<file path="src/rtl/parity_stream_unit.sv">
// Handshaked parity generator/checker that folds a wide word CHUNK_W bits per cycle.
// One word in flight at a time; results held until the consumer accepts them.
module parity_stream_unit #(
   parameter int unsigned DATA_W  = 64,
   parameter int unsigned CHUNK_W = 16,
   parameter int unsigned CNT_W   = 8
) (
   input  logic              clk_i,
   input  logic              rst_ni,
   input  logic              valid_i,
   output logic              ready_o,
   input  logic [DATA_W-1:0] data_i,
   input  logic              parity_i,
   input  logic              odd_i,
   input  logic              check_i,
   output logic              valid_o,
   input  logic              ready_i,
   output logic              parity_o,
   output logic              error_o,
   output logic [CNT_W-1:0]  err_cnt_o,
   input  logic              clr_cnt_i,
   output logic              busy_o
);

   localparam int unsigned NBEATS = DATA_W / CHUNK_W;
   localparam int unsigned BEAT_W = (NBEATS > 1) ? $clog2(NBEATS) : 1;
   localparam logic [BEAT_W-1:0] LAST_BEAT = BEAT_W'(NBEATS - 1);

   if ((DATA_W % CHUNK_W) != 0) begin : g_width_check
      $error("parity_stream_unit: DATA_W must be a multiple of CHUNK_W");
   end

   typedef enum logic [1:0] {StIdle, StAccum, StDone} state_e;

   state_e              state_q;
   logic [DATA_W-1:0]   data_q;
   logic [BEAT_W-1:0]   beat_q;
   logic                acc_q;
   logic                parity_in_q;
   logic                odd_q;
   logic                check_q;
   logic                ready_q;
   logic                valid_q;
   logic                parity_q;
   logic                error_q;
   logic [CNT_W-1:0]    err_cnt_q;

   logic                fold_bit;
   logic                acc_next;
   logic                par_next;
   logic [DATA_W-1:0]   data_shift;

   // The captured word is shifted down so the active chunk is always the low slice.
   assign fold_bit = ^data_q[CHUNK_W-1:0];
   assign acc_next = acc_q ^ fold_bit;
   assign par_next = acc_next ^ odd_q;

   if (NBEATS > 1) begin : g_shift
      assign data_shift = {{CHUNK_W{1'b0}}, data_q[DATA_W-1:CHUNK_W]};
   end else begin : g_no_shift
      assign data_shift = '0;
   end

   always_ff @(posedge clk_i or negedge rst_ni) begin
      if (!rst_ni) begin
         state_q     <= StIdle;
         data_q      <= '0;
         beat_q      <= '0;
         acc_q       <= 1'b0;
         parity_in_q <= 1'b0;
         odd_q       <= 1'b0;
         check_q     <= 1'b0;
         ready_q     <= 1'b0;
         valid_q     <= 1'b0;
         parity_q    <= 1'b0;
         error_q     <= 1'b0;
      end else begin
         unique case (state_q)
            StIdle: begin
               ready_q <= 1'b1;
               if (valid_i && ready_q) begin
                  data_q      <= data_i;
                  parity_in_q <= parity_i;
                  odd_q       <= odd_i;
                  check_q     <= check_i;
                  acc_q       <= 1'b0;
                  beat_q      <= '0;
                  ready_q     <= 1'b0;
                  state_q     <= StAccum;
               end
            end
            StAccum: begin
               acc_q  <= acc_next;
               data_q <= data_shift;
               beat_q <= beat_q + BEAT_W'(1);
               if (beat_q == LAST_BEAT) begin
                  parity_q <= par_next;
                  error_q  <= check_q & (par_next != parity_in_q);
                  valid_q  <= 1'b1;
                  state_q  <= StDone;
               end
            end
            StDone: begin
               if (ready_i) begin
                  valid_q  <= 1'b0;
                  parity_q <= 1'b0;
                  error_q  <= 1'b0;
                  ready_q  <= 1'b1;
                  state_q  <= StIdle;
               end
            end
            default: begin
               state_q <= StIdle;
            end
         endcase
      end
   end

   // Clear wins over an increment landing on the same edge.
   always_ff @(posedge clk_i or negedge rst_ni) begin
      if (!rst_ni) begin
         err_cnt_q <= '0;
      end else if (clr_cnt_i) begin
         err_cnt_q <= '0;
      end else if ((state_q == StDone) && ready_i && error_q && (err_cnt_q != '1)) begin
         err_cnt_q <= err_cnt_q + CNT_W'(1);
      end
   end

   assign ready_o   = ready_q;
   assign valid_o   = valid_q;
   assign parity_o  = parity_q;
   assign error_o   = error_q;
   assign err_cnt_o = err_cnt_q;
   assign busy_o    = (state_q != StIdle);

endmodule

</file>
<file path="config.mk">
export PLATFORM = sky130hd
export DESIGN_NAME = parity_stream_unit
export DESIGN_NICKNAME = d
export VERILOG_FILES = /design/src/rtl/parity_stream_unit.sv
export SDC_FILE = /design/constraint.sdc
export NUM_CORES = 1
export LEC_CHECK = 0
export CORE_AREA = 8 8 95 97
export CTS_BUF_LIST = sky130_fd_sc_hd__clkbuf_8
export DETAILED_ROUTE_END_ITERATION = 8
export DIE_AREA = 0 0 103 105
export GPL_TIMING_DRIVEN = 0
export PLACE_DENSITY = 0.81
export SLEW_MARGIN = 10
export SYNTH_ARGS = -nofsm -noshare
export SYNTH_HDL_FRONTEND = slang
export SYNTH_SLANG_ARGS = --single-unit
</file>
<file path="constraint.sdc">
create_clock -name clk_i -period 2.8 [get_ports clk_i]
set_clock_uncertainty 0.2 [all_clocks]
set_input_delay 0.42 -clock clk_i [delete_from_list [all_inputs] [get_ports clk_i]]
set_output_delay 0.42 -clock clk_i [all_outputs]
set_load 0.05 [all_outputs]
</file>
# After elaboration in Yosys (flattened, before gate mapping)
# Index checks and enable logic that the tools add are counted.
[classes]
add_sub_neg = 2
n_eq_ne = 8
mux = 22
bitwise_logic = 3
n_reduce_logical = 16
[ops]
columns = ["cell", "n"]
rows = [
  ["$pmux W64 S2", 1],
  ["$mux W64", 1],
  ["$mux W8", 2],
  ["$reduce_xor A16 Y1", 1],
  ["$pmux W1 S2", 5],
  ["$reduce_bool A2 Y1", 5],
  ["$add A8 B1 Y8 const B", 1],
  ["$mux W2", 4],
  ["$ne A8 B8 Y1 const B", 1],
  ["$mux W1", 7],
  ["$ne A2 B2 Y1 const B", 3],
  ["$pmux W2 S3", 1],
  ["$reduce_and A2 Y1", 3],
  ["$reduce_and A3 Y1", 2],
  ["$eq A2 B2 Y1 const B", 2],
  ["$logic_and A1 B1 Y1", 4],
  ["$pmux W2 S2", 1],
  ["$add A2 B1 Y2 const B", 1],
  ["$eq A2 B1 Y1 const B", 1],
  ["$logic_not A2 Y1", 1],
  ["$xor A1 B1 Y1", 2],
  ["$and A1 B1 Y1", 1],
  ["$ne A1 B1 Y1", 1],
]
[word_totals]
ff_bits = 84
input_bits = 72
out_inout_bits = 13
wordCells = 63

# Longest topological paths before layout
[depth]
depth_word = 7
ltp_mapped = 8
ltp_nobuf = 7

# Worst setup path before layout
# Ideal clock, no wire load.
[synth_timing]
kind = "register to register"
from = "register err_cnt_q[0] (netlist: err_cnt_o[0])"
to = "register err_cnt_q[5] (netlist: err_cnt_o[5])"
arrival_time_ns = 2.063
required_ns = 2.528
path_slack_ns = 0.465
path_stages_with_launch = 8
n_path_buf = 0
synth_period_minus_slack_ns = 2.335
cell_sequence = "dfrtp_1 ha_1 and3_1 a31oi_1 and4_1 nand3_1 xor2_1 nor2_1"
[synth_between]
elab_chain_len = 3
elab_cells_between_ends = 6
classes_between = "1 x add/sub; 1 x eq/ne; 2 x mux; 2 x reduce/logical"
[synth_rtl]
columns = ["element", "line_no", "text"]
rows = [
  ["from (decl)", "46", "logic [CNT_W-1:0] err_cnt_q;"],
  ["from (signal assigned)", "126", "err_cnt_q <= err_cnt_q + CNT_W'(1);"],
  ["$add A8 B1 Y8 or $ne A8 B8 Y1 (tied branches)", "126, 125", ""],
  ["$mux W8 or $logic_and A1 B1 Y1 (tied branches)", "125", "end else if ((state_q == StDone) && ready_i && error_q && (err_cnt_q != '1)) begin"],
  ["$mux W8 or $reduce_bool A2 Y1 (tied branches)", "n/a", ""],
]
# Parallel ways exist; a longest one is shown, timed or not. The select of a mux whose other input is x is not followed.
# A chain may end at the register's enable or synchronous reset.

# Worst setup path after layout
[layout_timing]
from = "register state_q[0]"
to = "output busy_o"
[layout_between]
elab_chain_len = 1
[layout_rtl]
columns = ["element", "line_no", "text"]
rows = [
  ["from (decl)", "35", "state_e state_q;"],
  ["from (signal assigned)", "66", "state_q <= StIdle;"],
  ["from (signal assigned)", "89", "state_q <= StAccum;"],
  ["from (signal assigned)", "100", "state_q <= StDone;"],
  ["$reduce_bool A2 Y1", "135", "assign busy_o = (state_q != StIdle);"],
  ["to (decl)", "22", "output logic busy_o"],
]
# No other way between the ends.

==> results.txt <==
Yosys warning count - 0
Max stage delay on crit path - 700 ps
Leak Pwr - 2.27 nW
Die height - 105 µm
Switch share - 0.410
Post-synth EDFFs - 0
Root buffer cell - clkbuf_8
Slew @ Worst Pin - 518 ps
RSZ-0062 raised after global routing - false
DR pass1 iterations - 5
Iter 0 DRT Violations - 251
Reg clk slew, reported paths - 90 ps
I/O Buffers - 83
Core Footprint - 0.00753 mm²
H-tree Lvls - 3
Max FO, Critical Path - 10
Vias in the first global route - 3719
Combinational share of power - 0.527
Antenna Nets Post-Route - 0
Layout cells sized above 1 - 0.0405
Max VDD drop - 0.000551 V
Die W - 103 µm
Seq/Total Area, Yosys - 0.547
Clk_lat worst skew - 360 ps
Max cap viols - 0
Clock share of power - 0.139
Clock net sink count - 84
Slowest CP cell - clkdlybuf4s50_1
Post-DP HPWL - 7760 µm
Final Power - 6.45 mW
# fillers - 641
Asr flop ratio synth - 1.00
Largest net degree at the start of global routing - 46
Final wirelength - 10300 µm
Initial antenna violation count - 0
IO Pins - 85
Critical path required time - 2180 ps
Hold Crit Class - in2reg
Final #Nets - 612
CP endpoint kind - output pin
Via Count - 3439
Mapped cell area - 0.00384 mm²
Synth top cells by count - nand2_1, dfrtp_1, nor2_1
Synth Flop Type - dfrtp_1
Initial core utilization - 0.510
Crit path DAT - 1810 ps
Design area - 0.00504 mm²
Final setup violation count - 0
First-pass GRT wire length - 17500 µm
Top-count cell post-synth - nand2_1
Net load switching power - 2.64 mW
Die ar. - 0.0108 mm²
Max Fclk - 411 MHz
Max-slew violations - 0
Seq pwr share - 0.333
Post-CTS Resized - 0
Placer Congestion - 0.874
Diode count - 0
Post-Syn Nets - 516
Yosys cell types - 24
Total grt overflow - 0
CP Launch Type - flip-flop
Post-Synthesis Cells - 442
Final critical-path required period - 2430 ps
Pwr dens - 1280 mW/mm²
Final hold viol count - 0
Crit-path cells - buf_2 > nor2_1 > inv_1 > clkdlybuf4s50_1
Clock buffer depth - 2
Via density - 5.33
DR WL/cell - 16.0 µm
Largest cells by area after synthesis - dfrtp_1, nand2_1, a31oi_1
#FFs+latches synth - 84
Area growth syn-to-layout - 31.1%
Internal - 3.81 mW
Fin crit share - 0.868
Status - finished, final reports clean
CP Class - reg2out
DRC viols - 0
Avg Cell Area, Syn - 8.69 µm²
Gr usage total - 0.206
DP Area - 0.00482 mm²
Leading area contributor after synthesis - dfrtp_1
Row cnt - 32
Max_slew headroom - 0.655
Num CTS Buffers - 9
CTS tree - done
Share of the synthesized area in the top cell type - 0.547
## power groups by stage
stage | combinational, mW | clock (mW) | sequential, mW
after CTS | 3.40 | 0.904 | 2.15
final | 3.40 | 0.899 | 2.15
after global routing | 3.79 | 0.949 | 2.22
after floorplan | 2.52 | 0 | 2.13
after global placement | 3.29 | 0 | 2.14
after detailed placement | 3.36 | 0 | 2.17
## stage by stage
step | setup WS [ps] | TNS [ps] | utilization | hold WS [ps] | cells
floorplan | 465 | 0 | - | -75.6 | 442
global placement | -1760 | -147780 | 0.638 | 270 | 627
detailed placement | 345 | 0 | 0.640 | 228 | 628
CTS | 354 | 0 | 0.669 | 189 | 645
global route | 246 | 0 | 0.669 | 205 | 645
finish | 370 | 0 | 0.669 | 202 | 645
## metal layers
metal,part of all wire,track usage
met5,0,0
met4,0.024,0.0879
met3,0.049,0.0451
met2,0.49,0.332
met1,0.43,0.259
## cells by family (layout without fill, tap and decap cells)
logic type      count (synthesis)  count (layout)  share of synthesized area
compound gates                 60              60                     0.0958
buf+inv                        32             133                     0.0322
flops                          84              84                      0.547
simple gates                  237             237                      0.246
xor+xnor                       26              26                     0.0700
fa+ha+maj                       2               2                    0.00651
mux                             1               1                    0.00261
## sequential cells by signal (all words and copies together), names as in the netlist
| signal | cells |
|---|---|
| data_q | 64 |
| err_cnt_o | 8 |
| beat_q | 2 |
| state_q | 2 |
| acc_q | 1 |
| check_q | 1 |
| error_o | 1 |
| odd_q | 1 |
| parity_in_q | 1 |
| parity_o | 1 |
| ready_o | 1 |
| valid_o | 1 |
## worst max-delay path, delay by kind of cell (launching register included)
family	cells	cell delay (ps)
flops	1	360
simple gates	1	170
buf+inv	3	930
## final cells by class
type,count,area (µm²),share of cell area
Multi-Input combinational cell,326,1620,0.321
Buffer,30,116,0.0231
Clock inverter,6,71.3,0.0142
Tap cell,102,128,0.0253
Clock buffer,10,138,0.0273
Inverter,2,7.51,0.00149
Sequential cell,84,2100,0.417
Timing Repair Buffer,85,858,0.170
## path summary, 6_finish.rpt
| check | from | end | slack, ps | cells past startpoint |
|---|---|---|---|---|
| setup / recovery | state_q[0] | busy_o | 370 | 4 |
| hold / removal | clr_cnt_i | err_cnt_o[1] | 200 | 2 |
| setup reg to reg | state_q[0] | data_q[1] | 460 | 6 |
| hold reg to reg | data_q[52] | data_q[52] | 310 | 2 |
| max in group asynchronous | rst_ni | acc_q | 1420 | 3 |
| min in group asynchronous | rst_ni | data_q[34] | 370 | 2 |
## cells in the final DEF, fill, tap and decap left out
| cell type | netlist | routed |
|---|---|---|
| a21oi_1 | 3 | 3 |
| a31o_2 | 1 | 1 |
| a31oi_1 | 49 | 49 |
| and3_1 | 3 | 3 |
| and4_1 | 1 | 1 |
| buf_1 | 2 | 2 |
| buf_12 | 0 | 1 |
| buf_2 | 3 | 3 |
| buf_4 | 0 | 1 |
| bufinv_16 | 0 | 1 |
| clkbuf_1 | 25 | 25 |
| clkbuf_8 | 0 | 10 |
| clkdlybuf4s50_1 | 0 | 82 |
| clkinv_4 | 0 | 2 |
| clkinvlp_4 | 0 | 2 |
| dfrtp_1 | 84 | 84 |
| dlygate4sd3_1 | 0 | 1 |
| ha_1 | 2 | 2 |
| inv_1 | 2 | 2 |
| inv_6 | 0 | 1 |
| mux2i_1 | 1 | 1 |
| nand2_1 | 144 | 144 |
| nand2b_1 | 2 | 2 |
| nand3_1 | 23 | 23 |
| nand4b_1 | 1 | 1 |
| nor2_1 | 62 | 62 |
| nor2b_1 | 1 | 1 |
| o211ai_1 | 1 | 1 |
| o21ai_0 | 5 | 5 |
| o21ai_1 | 1 | 1 |
| xnor2_1 | 16 | 16 |
| xnor3_1 | 3 | 3 |
| xor2_1 | 7 | 7 |
## timing repair
item	in CTS	in global routing
hold endpoints to repair	39	0
hold buffers	1	0
buffers inserted	0	0
No activity file was read; power rests on OpenSTA's default activity.
